`src/rtl/handshake_fifo_buffer.sv`:
```
// handshake_fifo_buffer: opaque elastic FIFO stage for valid/ready dataflow.
// Tokens are stored in a circular buffer of DEPTH entries and leave in order.
// ins_ready, outs_valid and outs depend on registers only, so neither valid
// nor ready passes combinationally through the stage.
// Optional feature macro: HANDSHAKE_FIFO_BUFFER_COUNT_EN exposes the
// occupancy register on the `count` port.
module handshake_fifo_buffer #(
  parameter int DATA_WIDTH = 32,
  parameter int DEPTH      = 4
) (
  input  logic                          clk,
  input  logic                          rst,
  input  logic [DATA_WIDTH-1:0]         ins,
  input  logic                          ins_valid,
  output logic                          ins_ready,
  output logic [DATA_WIDTH-1:0]         outs,
  output logic                          outs_valid,
  input  logic                          outs_ready
`ifdef HANDSHAKE_FIFO_BUFFER_COUNT_EN
  ,
  output logic [$clog2(DEPTH+1)-1:0]    count
`endif
);

  localparam int PTR_W = (DEPTH > 1) ? $clog2(DEPTH) : 1;
  localparam int CNT_W = $clog2(DEPTH + 1);

  localparam logic [PTR_W-1:0] PTR_LAST = PTR_W'(DEPTH - 1);
  localparam logic [CNT_W-1:0] OCC_FULL = CNT_W'(DEPTH);

  logic [DATA_WIDTH-1:0] mem_q [DEPTH];
  logic [PTR_W-1:0]      wr_ptr_q, wr_ptr_d;
  logic [PTR_W-1:0]      rd_ptr_q, rd_ptr_d;
  logic [CNT_W-1:0]      occ_q, occ_d;
  logic                  push, pop;

  // Pointer advance with explicit wrap so non-power-of-two depths work.
  function automatic logic [PTR_W-1:0] ptr_next(input logic [PTR_W-1:0] p);
    return (p == PTR_LAST) ? '0 : p + PTR_W'(1);
  endfunction

  // Handshake outputs come straight from state; no bypass in either direction.
  always_comb begin
    ins_ready  = (occ_q != OCC_FULL);
    outs_valid = (occ_q != '0);
    outs       = mem_q[rd_ptr_q];
    push       = ins_valid & ins_ready;
    pop        = outs_valid & outs_ready;
  end

  // Next-state for pointers and occupancy; simultaneous push/pop keeps occ.
  always_comb begin
    wr_ptr_d = push ? ptr_next(wr_ptr_q) : wr_ptr_q;
    rd_ptr_d = pop  ? ptr_next(rd_ptr_q) : rd_ptr_q;
    occ_d    = occ_q;
    if (push && !pop) begin
      occ_d = occ_q + CNT_W'(1);
    end else if (pop && !push) begin
      occ_d = occ_q - CNT_W'(1);
    end
  end

  // Control state; reset discards every stored token immediately.
  always_ff @(posedge clk or negedge rst) begin
    if (!rst) begin
      wr_ptr_q <= '0;
      rd_ptr_q <= '0;
      occ_q    <= '0;
    end else begin
      wr_ptr_q <= wr_ptr_d;
      rd_ptr_q <= rd_ptr_d;
      occ_q    <= occ_d;
    end
  end

  // Storage array; cleared on reset so outs reads zero while empty after reset.
  always_ff @(posedge clk or negedge rst) begin
    if (!rst) begin
      for (int i = 0; i < DEPTH; i++) begin
        mem_q[i] <= '0;
      end
    end else if (push) begin
      mem_q[wr_ptr_q] <= ins;
    end
  end

`ifdef HANDSHAKE_FIFO_BUFFER_COUNT_EN
  assign count = occ_q;
`endif

endmodule

```
`config.mk`:
```
export PLATFORM = sky130hd
export DESIGN_NAME = handshake_fifo_buffer
export DESIGN_NICKNAME = d
export VERILOG_FILES = /design/src/rtl/handshake_fifo_buffer.sv
export SDC_FILE = /design/constraint.sdc
export NUM_CORES = 1
export LEC_CHECK = 0
export CORE_ASPECT_RATIO = 2
export CORE_MARGIN = 10
export CORE_UTILIZATION = 52
export CTS_BUF_LIST = sky130_fd_sc_hd__clkbuf_4
export CTS_CLUSTER_DIAMETER = 40
export DETAILED_ROUTE_END_ITERATION = 12
export PLACE_DENSITY = 0.8
export SLEW_MARGIN = 10
export SYNTH_ARGS = -nofsm -noshare
export SYNTH_HDL_FRONTEND = slang
export SYNTH_SLANG_ARGS = --single-unit
export TNS_END_PERCENT = 100
```
`constraint.sdc`:
```
create_clock -name clk -period 2 [get_ports clk]
set_input_delay 0.4 -clock clk [delete_from_list [all_inputs] [get_ports clk]]
set_output_delay 0.4 -clock clk [all_outputs]
set_load 0.02 [all_outputs]
```
==> qor.yml, run 1 <==
status:
  status: "finished with violations"
  violations: "setup timing"
global_routing:
  antenna_found_initial: 1
  grt_max_degree: 48
  track_usage: 0.160
  grt-ovfl-total: 0
  grt_pass1_wl_um: 19600
  grt_pass1_vias: 3827
worst_setup_path:
  worstRegToRegCells: 6
  rr_startpoint: "occ_q[0]"
  crit_fanout: 7
  path_class: "reg2out"
  crit_start: "rd_ptr_q[0]"
  crit_path_end_kind: "output port"
  worstPathRequired_ns: 1.60
  cp_data_arrival_time_ns: 1.90
  critPathLaunchType: "register"
floorplanning:
  fp.dieArea_um2: 16500
  die_x_um: 95.9
  fp-row-count: 55
  initial_core_util: 0.530
  ioPinCount: 70
  die_h_um: 172
  core_um2: 11300
yosys:
  synth.distinct_cells: 17
  synth_compound_area_frac: 0
  netlist_instances: 349
  synth_area_um2: 5990
  syn-num-nets: 392
  ys_ff_latch: 135
  syn_area_per_cell_um2: 17.2
  synth-simple-area-share: 0.0134
  yosys_warnings: 0
  synth-xor-area-share: 0.00439
  ys_seq_area_frac: 0.564
  synthMuxAreaShare: 0.371
  synth_top_family_by_area: "multiplexers"
  synth_fa_ha_area_frac: 0.0159
clock_network:
  clk_latency_ns: 0.51
  cts_root_buf: "clkbuf_4"
  cts_tree: "built"
  clockBufferDepth: 2
  cts_buffers: 17
  cts.sinks: 135
  htree_levels: 4
  clk_pin_slew_ns: 0.12
pwr:
  comb_power_share: 0.525
  p_clk_frac: 0.131
  netSwitchingFraction: 0.333
  p_per_area_nw_per_um2: 1870
  p_switching_mw: 4.71
  ir_drop_v: 0.00110
  internal_power_mw: 9.43
  p_leak_nw: 3.16
  power_frac_seq: 0.345
cells_and_area:
  nNetsFinal: 495
  drive_above_1_share: 0.600
  post-route-util: 0.669
  design_area_um2: 7550
  nFillCells: 823
  areaGrowthSynthToFinish_pct: 26.1
sta:
  max_freq_ghz: 0.435
  fin_tns_setup_ns: -7.85
  worst_pin_slew_ns: 0.460
  setup_ws_ns: -0.297
  rsz0062_at_grt: "true"
  skew_ns: 0.0150
  slew_violations: 0
  setup_viol_count_final: 32
  period_needed_ns: 2.30
  hold_violations: 0
  slew_headroom: 0.693
  fin_crit_sh: 1.15
drt:
  drt_pass1_iterations: 4
  drcViolationCount: 0
  drtAntennaViolNets: 0
  wirelength_um: 12400
  routedWlPerCell_um: 20.3
  drt_iter0_drc: 141
  viasPerCell: 5.52
  num_vias: 3356
place:
  port_buffers: 69
  dpl.hpwl_um: 8500
  dpl_cell_area_um2: 7060
  place_congestion: 0.745
worst_hold_path:
  hold_path_class: "in2async"
run:
  cap_violations: 0
## state kept, by name (all words and copies together), names as in the netlist
name	count
mem_q	128
occ_q	3
rd_ptr_q	2
wr_ptr_q	2
## metrics by stage
stage	total power, mW	hold slack (ns)	instances	setup WS, ns
after floorplan	9.21	0.104	349	0.000767
after global placement	11.7	0.373	564	-0.150
after detailed placement	11.9	0.379	564	-0.156
after CTS	13.9	0.332	602	-0.337
after global routing	14.9	0.338	608	-0.384
final	14.1	0.357	608	-0.297
## synthesized netlist by cell type
cell type / n / share of area
inv_1: 4 / 0.0025
buf_2: 4 / 0.0033
xnor2_1: 1 / 0.0015
ha_1: 6 / 0.013
clkbuf_1: 3 / 0.0019
or3_2: 1 / 0.0013
fa_1: 1 / 0.0033
mux4_2: 32 / 0.12
nor2_1: 7 / 0.0044
buf_6: 12 / 0.023
mux2_2: 133 / 0.25
xor2_1: 2 / 0.0029
nor3b_4: 1 / 0.0031
buf_4: 1 / 0.0013
dfrtp_1: 135 / 0.56
nand2_1: 5 / 0.0031
and2b_2: 1 / 0.0015
## layer usage
metal  vias up  share of wire  track usage
met3        10          0.042       0.0519
met5         -              0            0
met2        56           0.59        0.292
met4         0         0.0087       0.0509
met1      1792           0.36        0.164
li1       1498              -            -
## cells in the final DEF, fill, tap and decap left out, drive strengths merged
cell type	n
diode	1
dlygate4sd3	1
or3	1
nor3b	1
buf	68
clkdlybuf4s50	34
clkinvlp	3
and2b	1
mux2	133
inv	5
bufinv	3
fa	1
clkinv	6
xnor2	1
dfrtp	135
nor2	7
clkbuf	20
mux4	32
ha	6
nand2	5
xor2	2
## power by group through the flow
stage | Sequential [mW] | Combinational, mW | Clock [mW]
after floorplan | 4.66 | 4.55 | 0
after global placement | 4.84 | 6.82 | 0
after detailed placement | 4.98 | 6.96 | 0
after CTS | 4.89 | 7.14 | 1.91
after global routing | 5.04 | 7.88 | 2.01
final | 4.87 | 7.42 | 1.85
## area by class of cell
type / instances / area (um2) / share of cell area
well taps: 142 / 178 / 0.0235
inverters: 4 / 15.0 / 0.00199
clock buffers: 19 / 143 / 0.0189
flip-flops and latches: 135 / 3380 / 0.448
clock inverters: 13 / 154 / 0.0204
diodes: 1 / 2.50 / 0.000331
repair buffers: 104 / 1200 / 0.159
multi-input cells: 190 / 2480 / 0.328
## worst paths after layout
check                              to  slack, ns
min in group clk            mem_q[59]       0.51
hold reg to reg             mem_q[59]       0.51
hold / removal              mem_q[68]       0.36
setup reg to reg             occ_q[1]       0.04
setup / recovery             outs[16]      -0.30
max in group asynchronous  mem_q[127]       0.90
## repair_timing
item,CTS,global route
pin swaps,3,5
buffers inserted,4,5
gates resized for setup,186,31
endpoints found under the hold margin,29,0
hold buffers,1,0
endpoints found under the setup margin,35,34
gates cloned,1,1
## kinds of logic after synthesis
family,count (synthesis)
xor+xnor,3
flops,135
fa+ha+maj,7
buf+inv,24
simple gates,15
mux,165
## worst max-delay path, stage by stage (launching register included)
cell and delay [ns]:
dfrtp_2 0.40, buf_12 0.14, buf_12 0.14, mux4_2 0.54, buf_6 0.16
Note: power is estimated with default switching activity, not from simulation.
==> run 2, diff against run 1 <==
--- a/config.mk
+++ b/config.mk
@@ -5,13 +5,14 @@
 export SDC_FILE = /design/constraint.sdc
 export NUM_CORES = 1
 export LEC_CHECK = 0
+export CAP_MARGIN = 25
 export CORE_ASPECT_RATIO = 2
 export CORE_MARGIN = 10
-export CORE_UTILIZATION = 52
+export CORE_UTILIZATION = 50
 export CTS_BUF_LIST = sky130_fd_sc_hd__clkbuf_4
 export CTS_CLUSTER_DIAMETER = 40
 export DETAILED_ROUTE_END_ITERATION = 12
-export PLACE_DENSITY = 0.8
+export PLACE_DENSITY = 0.77
 export SLEW_MARGIN = 10
 export SYNTH_ARGS = -nofsm -noshare
 export SYNTH_HDL_FRONTEND = slang
==> run 2 against run 1 <==
Effect of this change:
- combinational power rose by 3.0%
- core utilization fell by 1.5 points
- largest power group unchanged
- die area rose by 3.3%
- the flow still finishes with violations (setup timing)
==> qor.yml, run 2 (same netlist as run 1, synthesis figures left out) <==
sta:
  period_needed_ns: 2.30
  rsz0062_at_grt: "true"
  worst_pin_slew_ns: 0.346
  fin_tns_setup_ns: -8.66
  hold_violations: 0
  skew_ns: 0.0189
  max_freq_ghz: 0.434
  slew_headroom: 0.769
  setup_ws_ns: -0.302
  fin_crit_sh: 1.15
  setup_viol_count_final: 33
  slew_violations: 0
global_routing:
  grt-ovfl-total: 0
  grt_max_degree: 67
  grt_pass1_vias: 3966
  grt_pass1_wl_um: 21100
  track_usage: 0.156
  antenna_found_initial: 1
clock_network:
  clockBufferDepth: 2
  cts_tree: "built"
  htree_levels: 4
  clk_latency_ns: 0.52
  clk_pin_slew_ns: 0.11
  cts_root_buf: "clkbuf_4"
  cts.sinks: 135
  cts_buffers: 17
pwr:
  internal_power_mw: 9.79
  comb_power_share: 0.524
  netSwitchingFraction: 0.329
  ir_drop_v: 0.00110
  p_leak_nw: 3.22
  p_per_area_nw_per_um2: 1910
  power_frac_seq: 0.333
  p_switching_mw: 4.79
  p_clk_frac: 0.143
status:
  violations: "setup timing"
  status: "finished with violations"
place:
  dpl.hpwl_um: 8690
  pre_cts_slack_ns: -0.141
  place_congestion: 0.737
  port_buffers: 69
worst_setup_path:
  r2r-end: "occ_q[1]"
  crit_path_end_kind: "output port"
  critPathLaunchType: "register"
  rr_startpoint: "occ_q[1]"
  worstRegToRegCells: 7
  r2r_setup_slack_ns: -0.04
  cp_data_arrival_time_ns: 1.90
  worstPathRequired_ns: 1.60
  crit_fanout: 7
  path_class: "reg2out"
drt:
  wirelength_um: 12600
  num_vias: 3368
  drt_iter0_drc: 89
  drcViolationCount: 0
  viasPerCell: 5.47
  routedWlPerCell_um: 20.4
  drtAntennaViolNets: 0
  drt_pass1_iterations: 4
cells_and_area:
  drive_above_1_share: 0.604
  areaGrowthSynthToFinish_pct: 27.9
  final_common_cell: "dfrtp_1"
  multi_input_area_um2: 2480
  largestRegisters: "mem_q: 128 flops, occ_q: 3 flops"
  nFillCells: 817
  nNetsFinal: 501
  largest_reg_flops: 128
  post-route-util: 0.654
  final_cell_mix: "dfrtp_1, mux2_2, buf_6"
  top_register: "mem_q"
  seqCellArea_um2: 3380
worst_hold_path:
  hold_path_class: "in2async"
floorplanning:
  die_h_um: 175
  fp-row-count: 56
  die_x_um: 97.4
  core_um2: 11700
  ioPinCount: 70
  initial_core_util: 0.512
  fp.dieArea_um2: 17000
run:
  cap_violations: 0
run 2: how the worst max path moves through the flow:
stage / to / startpoint
4_1_cts: outs[31] / rd_ptr_q[0]
3_3_place_gp: outs[21] / rd_ptr_q[0]
6_report: outs[31] / rd_ptr_q[0]
2_1_floorplan: occ_q[2] / occ_q[0]
3_5_place_dp: outs[31] / rd_ptr_q[0]
5_1_grt: outs[31] / rd_ptr_q[0]
run 2: metal layers:
metal  up-vias  GRT usage  wire [um]
met3        13     0.0446        404
met2        57      0.288       7400
met5         -          0          0
li1       1508          -          -
met4         0     0.0560        195
met1      1790      0.162       4590
run 2: final cells by class:
class | instances | area share
diodes | 1 | 0.000327
clock buffers | 18 | 0.0177
clock inverters | 13 | 0.0268
inverters | 4 | 0.00196
multi-input cells | 190 | 0.324
flip-flops and latches | 135 | 0.442
well taps | 145 | 0.0237
repair buffers | 110 | 0.164
run 2: repair_timing:
item	in CTS	in global routing
setup buffers	12	3
hold buffers	1	0
endpoints found under the setup margin	36	36
gates cloned	2	1
hold endpoints to repair	17	0
resized for setup	201	20
pin swaps	7	5
run 2: power groups by stage:
stage | combinational (mW) | sequential [mW] | clock (mW)
CTS | 7.53 | 4.86 | 2.15
finish | 7.64 | 4.85 | 2.09
detailed placement | 7.00 | 4.96 | 0
floorplan | 4.55 | 4.66 | 0
global route | 8.12 | 5.05 | 2.28
global placement | 6.86 | 4.83 | 0
run 2: through the flow:
| stage | cell area [um2] | instances | total power, mW | hold slack, ns |
|---|---|---|---|---|
| CTS | 7580 | 613 | 14.5 | 0.250 |
| global placement | 7040 | 567 | 11.7 | 0.298 |
| global route | 7660 | 616 | 15.5 | 0.260 |
| floorplan | 5990 | 349 | 9.21 | 0.104 |
| finish | 7660 | 616 | 14.6 | 0.293 |
| detailed placement | 7040 | 567 | 12.0 | 0.302 |
run 2: critical path, stage by stage, from the launching register on:
cell and delay, ns:
dfrtp_2 0.41, buf_12 0.15, buf_12 0.15, mux4_2 0.53, buf_6 0.15
